$ cat src/rtl/apb_slave_pkg.sv
// Shared types and widths for the APB register-file responder.
package apb_slave_pkg;

  localparam int unsigned APB_DATA_W = 32;
  localparam int unsigned APB_ADDR_W = 32;
  localparam int unsigned WCNT_W     = 4;

  typedef enum logic {
    S_IDLE   = 1'b0,
    S_ACCESS = 1'b1
  } state_t;

endpackage

$ cat src/rtl/apb_slave_regfile_resp_if.sv
// APB bus as seen between the bridge (master) and one responder (slave).
interface apb_slave_regfile_resp_if;
  import apb_slave_pkg::*;

  logic [2:0]            Pselx;
  logic                  Penable;
  logic                  Pwrite;
  logic [APB_ADDR_W-1:0] Paddr;
  logic [APB_DATA_W-1:0] Pwdata;
  logic [APB_DATA_W-1:0] Prdata;
  logic                  Pready;
  logic                  Pslverr;

  modport master (
    output Pselx, Penable, Pwrite, Paddr, Pwdata,
    input  Prdata, Pready, Pslverr
  );

  modport slave (
    input  Pselx, Penable, Pwrite, Paddr, Pwdata,
    output Prdata, Pready, Pslverr
  );

endinterface

$ cat src/rtl/apb_slave_regbank.sv
// DEPTH x 32-bit register bank: synchronous clear and write, combinational read.
module apb_slave_regbank
  import apb_slave_pkg::*;
#(
  parameter int unsigned DEPTH = 16,
  localparam int unsigned IDX_W = $clog2(DEPTH)
) (
  input  logic                  clk,
  input  logic                  rst,
  input  logic                  we,
  input  logic [IDX_W-1:0]      widx,
  input  logic [APB_DATA_W-1:0] wdata,
  input  logic [IDX_W-1:0]      ridx,
  output logic [APB_DATA_W-1:0] rdata
);

  logic [APB_DATA_W-1:0] mem_q [DEPTH];

  // Storage: cleared on reset, one word written per committed write.
  always_ff @(posedge clk) begin
    if (rst) begin
      for (int i = 0; i < int'(DEPTH); i++) begin
        mem_q[i] <= '0;
      end
    end else if (we) begin
      mem_q[widx] <= wdata;
    end
  end

  assign rdata = mem_q[ridx];

endmodule

$ cat src/rtl/apb_slave_regfile_resp.sv
// APB completer serving a DEPTH-word register bank with programmable wait states,
// slave-error reporting for bad addresses and a sticky protocol-violation flag.
module apb_slave_regfile_resp
  import apb_slave_pkg::*;
#(
  parameter int unsigned SLV_INDEX   = 0,
  parameter logic [31:0] BASE_ADDR   = 32'h0000_0000,
  parameter int unsigned DEPTH       = 16,
  parameter int unsigned WAIT_STATES = 0
) (
  input  logic                     Hclk,
  input  logic                     Hreset,
  apb_slave_regfile_resp_if.slave  apb,
  output logic                     Proto_err
);

  localparam int unsigned IDX_W = $clog2(DEPTH);

  state_t                state_q, state_d;
  logic [WCNT_W-1:0]     wcnt_q, wcnt_d;
  logic                  proto_q, proto_d;
  logic                  wr_q;
  logic                  err_q;
  logic [IDX_W-1:0]      idx_q;
  logic [APB_DATA_W-1:0] wdata_q;
  logic [APB_DATA_W-1:0] prdata_q;

  logic                  psel;
  logic                  addr_bad;
  logic [IDX_W-1:0]      idx;
  logic [APB_DATA_W-1:0] rd_data;
  logic                  capture;
  logic                  commit;

  logic [32:0] addr_ext, base_ext, top_ext;

  // Only one select line belongs to this slave.
  logic unused_pselx;
  assign unused_pselx = ^apb.Pselx;

  assign psel = apb.Pselx[SLV_INDEX];
  assign idx  = apb.Paddr[IDX_W+1:2];

  // 33-bit compare so an aperture at the top of the address space does not wrap.
  assign addr_ext = {1'b0, apb.Paddr};
  assign base_ext = {1'b0, BASE_ADDR};
  assign top_ext  = base_ext + 33'(DEPTH * 4);
  assign addr_bad = (apb.Paddr[1:0] != 2'b00) || (addr_ext < base_ext) || (addr_ext >= top_ext);

  apb_slave_regbank #(
    .DEPTH (DEPTH)
  ) u_regbank (
    .clk   (Hclk),
    .rst   (Hreset),
    .we    (commit),
    .widx  (idx_q),
    .wdata (wdata_q),
    .ridx  (idx),
    .rdata (rd_data)
  );

  // Next-state: setup capture, wait countdown, completion and abort detection.
  always_comb begin
    state_d = state_q;
    wcnt_d  = wcnt_q;
    proto_d = proto_q;
    capture = 1'b0;
    commit  = 1'b0;
    case (state_q)
      S_IDLE: begin
        if (psel && !apb.Penable) begin
          capture = 1'b1;
          state_d = S_ACCESS;
          wcnt_d  = WCNT_W'(WAIT_STATES);
        end else if (psel && apb.Penable) begin
          // Access phase with no preceding setup phase.
          proto_d = 1'b1;
        end
      end
      S_ACCESS: begin
        if (psel && apb.Penable) begin
          if (wcnt_q != '0) begin
            wcnt_d = wcnt_q - 1'b1;
          end else begin
            state_d = S_IDLE;
            commit  = wr_q && !err_q;
          end
        end else begin
          // Master abandoned the transfer; a setup presented now is not taken.
          proto_d = 1'b1;
          state_d = S_IDLE;
        end
      end
      default: state_d = S_IDLE;
    endcase
  end

  // State and transfer-capture registers.
  always_ff @(posedge Hclk) begin
    if (Hreset) begin
      state_q  <= S_IDLE;
      wcnt_q   <= '0;
      proto_q  <= 1'b0;
      wr_q     <= 1'b0;
      err_q    <= 1'b0;
      idx_q    <= '0;
      wdata_q  <= '0;
      prdata_q <= '0;
    end else begin
      state_q <= state_d;
      wcnt_q  <= wcnt_d;
      proto_q <= proto_d;
      if (capture) begin
        wr_q    <= apb.Pwrite;
        err_q   <= addr_bad;
        idx_q   <= idx;
        wdata_q <= apb.Pwdata;
        if (!apb.Pwrite) begin
          prdata_q <= addr_bad ? '0 : rd_data;
        end
      end
    end
  end

  // Registered-only outputs.
  assign apb.Pready  = (state_q == S_ACCESS) && (wcnt_q == '0);
  assign apb.Pslverr = apb.Pready && err_q;
  assign apb.Prdata  = prdata_q;
  assign Proto_err   = proto_q;

endmodule

$ cat src/flat_wrapper.sv
// flat-port wrapper written by rule: the top's interface ports become plain ports
module apb_slave_regfile_resp_flat import apb_slave_pkg::*;
#(
  parameter int unsigned SLV_INDEX   = 0,
  parameter logic [31:0] BASE_ADDR   = 32'h0000_0000,
  parameter int unsigned DEPTH       = 16,
  parameter int unsigned WAIT_STATES = 0
)
  (Hclk, Hreset, Proto_err, apb_Pselx, apb_Penable, apb_Pwrite, apb_Paddr, apb_Pwdata, apb_Prdata, apb_Pready, apb_Pslverr);
  apb_slave_regfile_resp_if apb_i ();
  input  logic Hclk;
  input  logic Hreset;
  output logic Proto_err;
  input wire logic [$bits(apb_i.Pselx)-1:0] apb_Pselx;
  input wire logic [$bits(apb_i.Penable)-1:0] apb_Penable;
  input wire logic [$bits(apb_i.Pwrite)-1:0] apb_Pwrite;
  input wire logic [$bits(apb_i.Paddr)-1:0] apb_Paddr;
  input wire logic [$bits(apb_i.Pwdata)-1:0] apb_Pwdata;
  output wire logic [$bits(apb_i.Prdata)-1:0] apb_Prdata;
  output wire logic [$bits(apb_i.Pready)-1:0] apb_Pready;
  output wire logic [$bits(apb_i.Pslverr)-1:0] apb_Pslverr;
  assign apb_i.Pselx = apb_Pselx;
  assign apb_i.Penable = apb_Penable;
  assign apb_i.Pwrite = apb_Pwrite;
  assign apb_i.Paddr = apb_Paddr;
  assign apb_i.Pwdata = apb_Pwdata;
  assign apb_Prdata = apb_i.Prdata;
  assign apb_Pready = apb_i.Pready;
  assign apb_Pslverr = apb_i.Pslverr;
  apb_slave_regfile_resp #(.SLV_INDEX(SLV_INDEX), .BASE_ADDR(BASE_ADDR), .DEPTH(DEPTH), .WAIT_STATES(WAIT_STATES)) u_core (.Hclk(Hclk), .Hreset(Hreset), .apb(apb_i), .Proto_err(Proto_err));
endmodule
$ cat config.mk
export PLATFORM = sky130hd
export DESIGN_NAME = apb_slave_regfile_resp_flat
export DESIGN_NICKNAME = d
export VERILOG_FILES = /design/src/rtl/apb_slave_pkg.sv /design/src/rtl/apb_slave_regfile_resp_if.sv /design/src/rtl/apb_slave_regbank.sv /design/src/rtl/apb_slave_regfile_resp.sv /design/src/flat_wrapper.sv
export SDC_FILE = /design/constraint.sdc
export NUM_CORES = 1
export LEC_CHECK = 0
export BUFFER_PORTS_ARGS = -buffer_cell sky130_fd_sc_hd__buf_2
export CORE_MARGIN = 2
export CORE_UTILIZATION = 30
export DETAILED_ROUTE_END_ITERATION = 16
export PLACE_DENSITY = 0.53
export SLEW_MARGIN = 30
export SYNTH_ARGS = -nofsm -noshare
export SYNTH_HDL_FRONTEND = slang
export SYNTH_SLANG_ARGS = --single-unit
$ cat constraint.sdc
create_clock -name Hclk -period 3.2 [get_ports Hclk]
set_input_delay 0.48 -clock Hclk [delete_from_list [all_inputs] [get_ports Hclk]]
set_output_delay 0.48 -clock Hclk [all_outputs]
set_load 0.1 [all_outputs]
Word-level counts from Yosys, hierarchy flattened
Memory sizes are Yosys's and may differ from the RTL's.
Index checks and enable logic that the tools add are counted.
{"block": "totals", "register_bits": 76, "mem_bits_rw": 512, "input_bits": 71, "output_inout_bits": 35, "word_cells": 61, "memories": 1}
{"block": "op_classes", "addsub": 1, "order_cmp": 2, "eq_ne": 6, "mux": 25, "bitwise_logic": 2, "reduce_logical": 16}
{"name": "u_core.u_regbank.mem_q", "words": 16, "width": 32, "rd": 1, "rd_clocked_by_memory_dff": 0, "wr": 16, "line_no": "apb_slave_regbank.sv:17", "text": "logic [APB_DATA_W-1:0] mem_q [DEPTH];"}
{"cell": "$mux 32", "count": 2}
{"cell": "$ge 32x7->1 const B", "count": 1}
{"cell": "$lt 32x1->1 const B", "count": 1}
{"cell": "$reduce_or 32->1", "count": 1}
{"cell": "$mux 1", "count": 16}
{"cell": "$mux 4", "count": 4}
{"cell": "$ne 2x2->1 const B", "count": 4}
{"cell": "$pmux 4 s2", "count": 1}
{"cell": "$reduce_and 3->1", "count": 2}
{"cell": "$logic_and 1x1->1", "count": 5}
{"cell": "$logic_not 4->1", "count": 1}
{"cell": "$ne 2x1->1 const B", "count": 2}
{"cell": "$pmux 1 s2", "count": 2}
{"cell": "$reduce_bool 4->1", "count": 1}
{"cell": "$sub 4x1->4 const B", "count": 1}
{"cell": "$logic_not 1->1", "count": 2}
{"cell": "$logic_or 1x1->1", "count": 2}
{"cell": "$not 1->1", "count": 2}
{"cell": "$reduce_and 2->1", "count": 1}
{"cell": "$reduce_bool 2->1", "count": 1}

Logic depth before layout (Yosys ltp)
Gate-level depths: netlist of the first run.
{"block": "logic_depth", "ltp_word": 10, "mapped_depth": 8, "ltp_nobuf": 6}

Modules after synthesis
From an unflattened synthesis of the first run, not the netlist that was laid out.
{"block": "hier_totals", "hier_cells": 1706, "hier_area_um2": 25570.8}
{"module": "apb_slave_regbank", "n_inst": 1, "cells_each": 1416, "area_each_um2": 22878.2, "seq_area_each_um2": 15374.7}
{"module": "apb_slave_regfile_resp", "n_inst": 1, "cells_each": 290, "area_each_um2": 2692.6, "seq_area_each_um2": 1521.5}

Worst setup path after synthesis of the first run
No wires, ideal clock.
{"block": "synth_timing", "path_type": "flip-flop to flip-flop", "start": "register u_core.wcnt_q[0]", "end": "memory u_core.u_regbank.mem_q[9][0] (enable)", "setup_time_ns": 0.375, "t_arrival_ns": 2.402, "t_required_ns": 2.825, "path_slack_ns": 0.423, "path_stages_with_launch": 7, "n_path_buf": 0, "period_less_slack_ns": 2.777, "path_cell_list": "dfxtp_1 -> inv_1 -> ha_1 -> and4bb_2 -> nand3_1 -> nor4_2 -> or2_2"}
{"element": "start: declaration", "line_no": "apb_slave_regfile_resp.sv:20", "text": "logic [WCNT_W-1:0] wcnt_q, wcnt_d;"}
{"element": "start signal: assignment", "line_no": "apb_slave_regfile_resp.sv:111", "text": "wcnt_q <= wcnt_d;"}
{"element": "end: declaration", "line_no": "apb_slave_regbank.sv:17"}

Worst setup path in the final report of the first run
{"block": "layout_timing", "start": "register u_core.wcnt_q[0]", "end": "output port apb_Pslverr"}
{"block": "layout_between", "elab_chain_cells": 3}
{"element": "$logic_not 4->1", "line_no": "apb_slave_regfile_resp.sv:126", "text": "assign apb.Pready = (state_q == S_ACCESS) && (wcnt_q == '0);"}
{"element": "$logic_and 1x1->1", "line_no": "apb_slave_regfile_resp.sv:126"}
{"element": "$logic_and 1x1->1", "line_no": "apb_slave_regfile_resp.sv:127", "text": "assign apb.Pslverr = apb.Pready && err_q;"}
{"element": "end: declaration", "line_no": "flat_wrapper.sv:21", "text": "output wire logic [$bits(apb_i.Pslverr)-1:0] apb_Pslverr;"}
No other way between the ends.

==> out/results.txt, run 1 <==
status: finished, final reports clean
slew at the pin with the worst max-slew slack: 0.913 ns
first-pass GRT wire length: 108 mm
pin count of the biggest net entering global routing: 45
CTS root buf: clkbuf_16
RePlAce Congestion: 0.803
Rel. slew slack: 39.1%
CP Max Fanout: 6
synthesis warning total: 0
Hold Path Class: in -> reg
largest cells by area after synthesis: edfxtp_1, and2_1, dfxtp_1, mux2i_1, mux2_2
H-tree depth: 2
Detail Route Antenna Nets: 0
ys async rst share: 0%
# diodes: 0
Syn Std Cell Area: 0.0264 mm^2
switching portion of total power: 22.3%
Final Hold Vio Count: 0
Post-synth top cells: and2_1, edfxtp_1, nand2_1, mux2i_1, clkbuf_1
layout cells sized above 1: 21.2%
EDFF count, synth: 512
clock sinks: 588
TritonCTS buffer count: 60
PD cells: 552 mW/mm^2
Mapped Cells: 1983
detailed placement HPWL: 43.6 mm
combinational share of power: 6.1%
Clock transition at path regs: 0.06 ns
library cells used by synthesis: 43
worst skew pair latency: 0.64 ns
final worst path period share: 83.0%
drt wl/cell: 22.5 um
initial antenna violation count: 8
Layout Nets: 2130
Final Max Tran Viols: 0
die area: 0.0904 mm^2
Pint: 13.1 mW
post-synth top area share: 58.2%
Core ar.: 0.0870 mm^2
Psw: 3.77 mW
Syn-to-layout area delta: 15.6%
final hold slack: 0.0814 ns
grt ovf: 0
final setup TNS: 0 ns
top-count cell post-synth: and2_1
minimum clock period: 2.66 ns
Post-CTS Resized: 0
Max Buffers Root-to-Sink: 3
vias: 15.8k
drt first pass iters: 5
Most used DFF post-synth: edfxtp_1
final core occ: 35.1%
Site Rows: 108
Worst VDD drop: 0.373 mV
Max Cap Violations: 0
register bit total from synthesis: 588
kind of critical path: reg -> out
WP data required: 2.72 ns
Initial Utilization: 30.3%
hold_buf cts: 0
CP endpoint kind: output port
setup bufs post-CTS: 0
Port Buffers: 103
sequential power share: 51.6%
die span in y: 301 um
Horiz. Die Dim: 301 um
Synth area leader: edfxtp_1
FMAX: 377 MHz
syn nets: 2055
final setup fails: 0
Initial DRC Count: 1234
clock share of power: 42.4%
crit start category: flop
Worst EP arrival: 2.18 ns
register area share after synthesis: 64.0%
Leak Pwr: 11.5 nW
GRT Overall Usage: 16.2%
clk_skew: 0.0230 ns
mean area per synthesized cell: 13.3 um^2
I/O pin total: 106
TritonCTS clock tree: done
unrepaired setup endpoints after global routing: no
vias in the first global route: 16.3k
Overall Power: 16.9 mW
Remaining DRCs: 0
Vias/cell: 4.84
DRT Wirelength: 73.5 mm
==> layout by cell type, fill, tap and decap left out, types with 8 or more instances in the layout <==
master,n
buf_2,101
dfxtp_1,76
clkbuf_1,12
mux2_2,96
o21ai_0,32
and2_1,513
a32o_1,31
clkinv_2,18
mux2i_1,128
edfxtp_1,512
a21oi_1,70
clkbuf_8,8
nor2_2,9
nor2_1,8
nand2_1,169
buf_4,64
or2_2,16
clkbuf_16,61
mux4_2,31
buf_12,14
a22o_1,32
o22ai_1,32
==> registers in the layout, indices dropped and copies added, names as in the netlist <==
| register | flops |
|---|---|
| u_core.Proto_err | 1 |
| u_core.apb.Prdata | 32 |
| u_core.err_q | 1 |
| u_core.idx_q | 4 |
| u_core.state_q | 1 |
| u_core.u_regbank.mem_q | 512 |
| u_core.wcnt_q | 4 |
| u_core.wdata_q | 32 |
| u_core.wr_q | 1 |
==> power groups by stage <==
| stage | registers [mW] | logic [mW] | clock network (mW) |
|---|---|---|---|
| after floorplan | 8.77 | 0.640 | 0 |
| after global placement | 8.84 | 1.02 | 0 |
| after detailed placement | 8.86 | 1.03 | 0 |
| after CTS | 8.69 | 1.03 | 7.28 |
| after global routing | 8.72 | 1.09 | 7.58 |
| final | 8.69 | 1.02 | 7.14 |
==> worst paths after layout <==
path	slack [ns]	end	start	depth (start not counted)
worst min register to register	0.47	u_core.apb.Prdata[7]	u_core.apb.Prdata[7]	1
worst max register to register	0.60	u_core.u_regbank.mem_q[11][13]	u_core.wcnt_q[0]	7
worst min-delay path	0.08	u_core.wdata_q[27]	apb_Pwdata[27]	3
worst max-delay path	0.54	apb_Pslverr	u_core.wcnt_q[0]	5
==> per-stage QoR <==
stage / area, um^2 / cells / setup slack [ns]
CTS: 30500 / 3263 / 0.488
detailed placement: 28500 / 3151 / 0.566
global placement: 28500 / 3151 / 0.611
floorplan: 26400 / 1983 / 0.423
global route: 30500 / 3263 / 0.436
finish: 30500 / 3263 / 0.544
==> critical path, cell delays in order (launching register included) <==
cell	delay, ns
dfxtp_1	0.33
inv_1	0.08
ha_1	0.19
and4bb_2	0.35
and2_1	0.18
buf_2	0.43
==> routing by layer <==
metal  wire length [um]  track usage [%]  vias to the layer above
met5                 13                0                        -
met4               1740             4.35                        2
met3               4030             2.68                      101
met2              35500             27.5                      385
met1              32200             21.5                     8038
li1                   -                -                     7255
==> cell type report <==
class | instances | area (um^2)
fillers | 8534 | 56500
flip-flops and latches | 588 | 16900
multi-input cells | 1226 | 8890
clock buffers | 81 | 1680
well taps | 1155 | 1450
repair buffers | 180 | 1280
clock inverters | 31 | 322
inverters | 2 | 7.51
==> logic make-up after synthesis <==
kind of cell | Yosys count | synth area share [%]
flops | 588 | 64.0
simple gates | 766 | 16.5
compound gates | 202 | 5.08
xor+xnor | 2 | 0.0664
mux | 255 | 11.6
buf+inv | 169 | 2.73
fa+ha+maj | 1 | 0.0474
Power figures use the tool's default switching activity.
==> inputs of run 2 (changes only) <==
- ABC_AREA: unset -> 1
- PLACE_DENSITY: 0.53 -> 0.54
- clock period: 3.2 -> 2.2 ns (I/O delays scaled with it)
==> run 2 against run 1 <==
Effect of this change:
- sequential power rose by 44%
- power rose by 53%
- clock power rose by 53%
- largest cell class unchanged
- non-clock buffer count rose by 72
- cell count rose by 22%
- utilization rose by 0.89 points
- setup slack got worse by 0.50 ns
==> out/results.txt, run 2 <==
Post-Synth Simple-Gate Area: 32.8%
TritonCTS clock tree: done
placed inst area: 0.0307 mm^2
Adder-Cell Fraction of Synth Area: 0.0448%
Pint: 19.3 mW
drt first pass iters: 5
detailed placement HPWL: 47.8 mm
RePlAce Congestion: 0.736
final core occ: 36.0%
Max Buffers Root-to-Sink: 3
initial antenna violation count: 0
Most used DFF post-synth: edfxtp_1
final setup TNS: 0 ns
syn nets: 2707
Leak Pwr: 11.0 nW
drt wl/cell: 21.1 um
Syn-to-layout area delta: 18.5%
XOR/XNOR Fraction of Synth Area: 0%
Horiz. Die Dim: 309 um
Syn Std Cell Area: 0.0279 mm^2
Final Hold Vio Count: 0
combinational share of power: 8.8%
top layer reached by signal wires: met4
Worst VDD drop: 0.501 mV
Site Rows: 111
reg2reg end: u_core.u_regbank.mem_q[15][12]
status: finished, final reports clean
CP bufs+invs: 3
Initial DRC Count: 1700
ys async rst share: 0%
Multi-input gate area: 0.00979 mm^2
wire length on met2: 40.0 mm
Synth Area in Compound Gates: 1.10%
commonest cells after routing, fill and taps aside: nand2_1, edfxtp_1, nand3_1
PD cells: 778 mW/mm^2
multiplexer share of the synthesized area: 0%
TritonCTS buffer count: 66
CP endpoint kind: output port
clk_skew: 0.0234 ns
Psw: 6.39 mW
Final Max Tran Viols: 0
register bit total from synthesis: 588
Max Cap Violations: 0
pin count of the biggest net entering global routing: 84
grt ovf: 0
R2R setup slack: 0.14 ns
sequential power share: 48.7%
post-synth top area share: 55.1%
first-pass GRT wire length: 127 mm
Fillers: 9191
number of flip-flops in the largest register: 512
R2R depth: 10
GRT Overall Usage: 17.6%
I/O pin total: 106
FMAX: 463 MHz
CTS root buf: clkbuf_16
H-tree depth: 3
Layout Nets: 2762
Worst EP arrival: 1.83 ns
clock sinks: 588
Detail Route Antenna Nets: 0
Vias/cell: 5.04
die area: 0.0955 mm^2
clock share of power: 42.5%
Port Buffers: 103
layout cells sized above 1: 25.2%
main combinational cell family by area after synthesis: simple AND/OR/NAND/NOR gates
CP max-delay cell: dfxtp_1
final worst path period share: 98.2%
Crit Reg-Reg Startpoint: u_core.wcnt_q[1]
WHS Endpoint: u_core.wdata_q[2]
most flop-heavy register: u_core.u_regbank.mem_q
most common cell after layout, fill and taps aside: nand2_1
EDFF count, synth: 512
# diodes: 0
Mapped Cells: 2635
register area share after synthesis: 60.6%
crit start category: flop
kind of critical path: reg -> out
detailed route wirelength on metal3: 4.65 mm
die span in y: 309 um
Synth area leader: edfxtp_1
wl on met1: 37.0 mm
Initial Utilization: 30.3%
library cells used by synthesis: 25
Rel. slew slack: 51.4%
Remaining DRCs: 0
Hold Path Stages: 3
mean area per synthesized cell: 10.6 um^2
DRT Wirelength: 84.3 mm
vias: 20.1k
setup bufs post-CTS: 0
vias in the first global route: 19.7k
slew at the pin with the worst max-slew slack: 0.724 ns
Post-synth top cells: nand2_1, edfxtp_1, nand3_1, nor3_2, nor3_1
critical hold path startpoint: apb_Pwdata[2]
Clock transition at path regs: 0.06 ns
final instance area: 0.0331 mm^2
top-count cell post-synth: nand2_1
CP Max Fanout: 3
CP max stage delay: 0.32 ns
minimum clock period: 2.16 ns
crit-path leading delay family: buffers and inverters
Cell Chain, Critical Path: inv_1, ha_4, nand3_2, buf_4, nor3b_2, buf_6
worst skew pair latency: 0.61 ns
synthesis warning total: 0
switching portion of total power: 24.8%
register area: 0.0169 mm^2
Core ar.: 0.0919 mm^2
WP data required: 1.87 ns
largest cells by area after synthesis: edfxtp_1, nor3_2, nand3_1, nand2_1, dfxtp_1
final setup fails: 0
Hold Path Class: in -> reg
## run 2: tightest hold or removal path, cell delays in order
cell and delay [ns]:
buf_2 0.07, nand2_1 0.10, o21ai_0 0.09
## run 2: worst max path at each step
stage / slack, ns / cells past startpoint / to / from
after global routing: -0.005 / 6 / apb_Pslverr / u_core.wcnt_q[1]
after CTS: -0.03 / 6 / apb_Pslverr / u_core.wcnt_q[0]
after detailed placement: 0.04 / 9 / u_core.u_regbank.mem_q[15][12] / apb_Penable
final: 0.04 / 6 / apb_Pslverr / u_core.wcnt_q[1]
after floorplan: -0.24 / 9 / u_core.u_regbank.mem_q[13][0] / u_core.wcnt_q[0]
after global placement: 0.09 / 8 / u_core.u_regbank.mem_q[5][14] / apb_Pselx[0]
## run 2: area by class of cell
type	instances	share of cell area (%)
Clock buffer	97	5.74
Tap cell	1243	4.70
Inverter	54	0.647
Multi-Input combinational cell	1728	29.6
Clock inverter	24	0.647
Sequential cell	588	51.1
Timing Repair Buffer	252	7.55
## run 2: cell families (layout without fill, tap and decap cells)
family	after synthesis	after routing
AND/OR/NAND/NOR	1667	1667
buffers and inverters	319	427
adder cells (fa/ha/maj)	1	1
flip-flops	588	588
AO/OA/AOI/OAI	60	60
## run 2: per-stage QoR
stage | setup WS (ns) | hold slack [ns] | cells | total power, mW
floorplan | -0.236 | 0.426 | 2635 | 14.0
finish | 0.0395 | 0.0141 | 3986 | 25.7
detailed placement | 0.0411 | 0.434 | 3844 | 15.0
global route | -0.00521 | 0.00296 | 3986 | 26.5
CTS | -0.0334 | 0.00131 | 3986 | 25.9
global placement | 0.0884 | 0.433 | 3844 | 15.0
## run 2: power by group through the flow
stage	Clock (mW)	Combinational (mW)	Sequential, mW
CTS	11.1	2.28	12.5
global placement	0	2.23	12.8
global route	11.5	2.44	12.6
floorplan	0	1.24	12.8
finish	10.9	2.26	12.5
detailed placement	0	2.24	12.8
## run 2: what timing repair did
action / 4_1_cts / 5_1_grt
hold buffers: 21 / 0
setup endpoints to repair: 2 / 8
gates resized for setup: 3 / 3
endpoints found under the hold margin: 21 / 0
## run 2: layer usage
layer	vias up	GRT usage, %
met4	0	6.01
met3	140	2.21
met2	612	29.0
met5	-	0
met1	9964	24.0
li1	9383	-
==> inputs of run 3 (changes only) <==
- HOLD_SLACK_MARGIN: unset -> 0.12
==> run 3 against run 2 <==
Effect of this change:
- setup slack gained 0.012 ns
- clock skew grew 0.00076 ns
- global-route usage is essentially flat
- flip-flop and latch count is the same
- cell count grew 0.38%
- largest cell class unchanged
- first-iteration DRC count shrank 2.5%
- highest routed layer unchanged
- sequential power is essentially flat
- critical endpoint unchanged
==> out/results.txt, run 3 (synthesis results as in run 2) <==
status: finished, final reports clean
Syn-to-layout area delta: 19.0%
TritonCTS buffer count: 66
final setup fails: 0
H-tree depth: 3
worst skew pair latency: 0.61 ns
DRT Wirelength: 84.4 mm
clock sinks: 588
Core ar.: 0.0919 mm^2
vias: 20.1k
# diodes: 0
FMAX: 465 MHz
WP data required: 1.87 ns
slew at the pin with the worst max-slew slack: 0.725 ns
combinational share of power: 8.9%
minimum clock period: 2.15 ns
switching portion of total power: 24.8%
Final Hold Vio Count: 0
TritonCTS clock tree: done
Layout Nets: 2777
Pint: 19.4 mW
Overall Power: 25.7 mW
GRT Overall Usage: 17.7%
placed inst area: 0.0307 mm^2
number of flip-flops in the largest register: 512
Fillers: 9178
Port Buffers: 103
Initial Utilization: 30.3%
vias in the first global route: 19.8k
sequential power share: 48.7%
CP Max Fanout: 3
Initial DRC Count: 1657
most common cell after layout, fill and taps aside: nand2_1
CTS root buf: clkbuf_16
Worst VDD drop: 0.501 mV
Vias/cell: 5.03
PD cells: 775 mW/mm^2
Final Max Tran Viols: 0
Max Cap Violations: 0
Remaining DRCs: 0
grt ovf: 0
final instance area: 0.0332 mm^2
detailed placement HPWL: 47.8 mm
drt wl/cell: 21.1 um
pin count of the biggest net entering global routing: 84
first-pass GRT wire length: 127 mm
final setup TNS: 0 ns
die span in y: 309 um
clk_skew: 0.0242 ns
crit-path leading delay family: buffers and inverters
commonest cells after routing, fill and taps aside: nand2_1, edfxtp_1, nand3_1
Cell Chain, Critical Path: inv_1, ha_4, nand3_2, buf_4, nor3b_2, buf_6
Horiz. Die Dim: 309 um
Hold Path Class: in -> reg
clock share of power: 42.5%
die area: 0.0955 mm^2
drt first pass iters: 7
Site Rows: 111
Rel. slew slack: 51.4%
Leak Pwr: 11.1 nW
RePlAce Congestion: 0.736
CP bufs+invs: 3
Clock transition at path regs: 0.06 ns
Detail Route Antenna Nets: 0
final worst path period share: 97.7%
most flop-heavy register: u_core.u_regbank.mem_q
Worst EP arrival: 1.82 ns
layout cells sized above 1: 25.0%
non-filler cells, final: 4001
CP endpoint kind: output port
I/O pin total: 106
crit start category: flop
Max Buffers Root-to-Sink: 3
CP max-delay cell: dfxtp_1
initial antenna violation count: 0
Psw: 6.39 mW
kind of critical path: reg -> out
CP max stage delay: 0.32 ns
DP Cell Count: 3844
==> run 3: changes by cell type in the layout (fill, tap and decap cells not counted) <==
| cell | previous run | this run |
|---|---|---|
| dlygate4sd3_1 | 21 | 36 |
==> run 3: timing repair <==
item / CTS / global route
gates resized for setup: 3 / 3
endpoints found under the hold margin: 36 / 0
endpoints found under the setup margin: 2 / 8
hold buffers: 36 / 0
setup buffers: 0 / 0
==> run 3: worst reg2reg max path: cells and delay by family (launching register included) <==
kind	cells	cell delay, ns
fa+ha+maj	1	0.15
buf+inv	4	0.67
flops	1	0.32
simple gates	5	0.75
==> run 3: metrics by stage <==
step,utilization (%),setup slack (ns),hold slack [ns]
2_1_floorplan,-,-0.236,0.426
3_3_place_gp,33.4,0.0884,0.433
3_5_place_dp,33.4,0.0411,0.434
4_1_cts,36.1,-0.0334,0.133
5_1_grt,36.1,-0.00365,0.184
6_report,36.1,0.0511,0.170
==> run 3: path summary, 6_finish.rpt <==
check | startpoint | to | slack [ns] | cells after the start
setup / recovery | u_core.wcnt_q[1] | apb_Pslverr | 0.05 | 6
hold / removal | apb_Pselx[0] | u_core.wr_q | 0.17 | 4
setup reg to reg | u_core.wcnt_q[1] | u_core.u_regbank.mem_q[15][12] | 0.14 | 10
hold reg to reg | u_core.apb.Prdata[11] | u_core.apb.Prdata[11] | 0.45 | 2
==> run 3: layer usage <==
layer | up-vias | share of wire (%) | routed length, um | global-route usage, %
li1 | 9416 | - | - | -
met1 | 10000 | 44 | 37200 | 24.0
met3 | 133 | 5.3 | 4480 | 2.21
met2 | 570 | 48 | 40100 | 29.1
met5 | - | 0 | 0 | 0
met4 | 0 | 3.1 | 2600 | 6.01
==> run 3: final cells by class <==
cell class	count	area, um^2	area share, %
Multi-Input combinational cell	1728	9790	29.5
Clock inverter	24	214	0.644
Tap cell	1243	1560	4.68
Clock buffer	97	1900	5.72
Timing Repair Buffer	267	2650	7.97
Inverter	54	214	0.644
Sequential cell	588	16900	50.9
==> run 3: power by group through the flow <==
stage	clock, mW	combinational (mW)	sequential, mW
finish	10.9	2.29	12.5
global route	11.5	2.46	12.6
CTS	11.1	2.30	12.5
detailed placement	0	2.24	12.8
global placement	0	2.23	12.8
floorplan	0	1.24	12.8
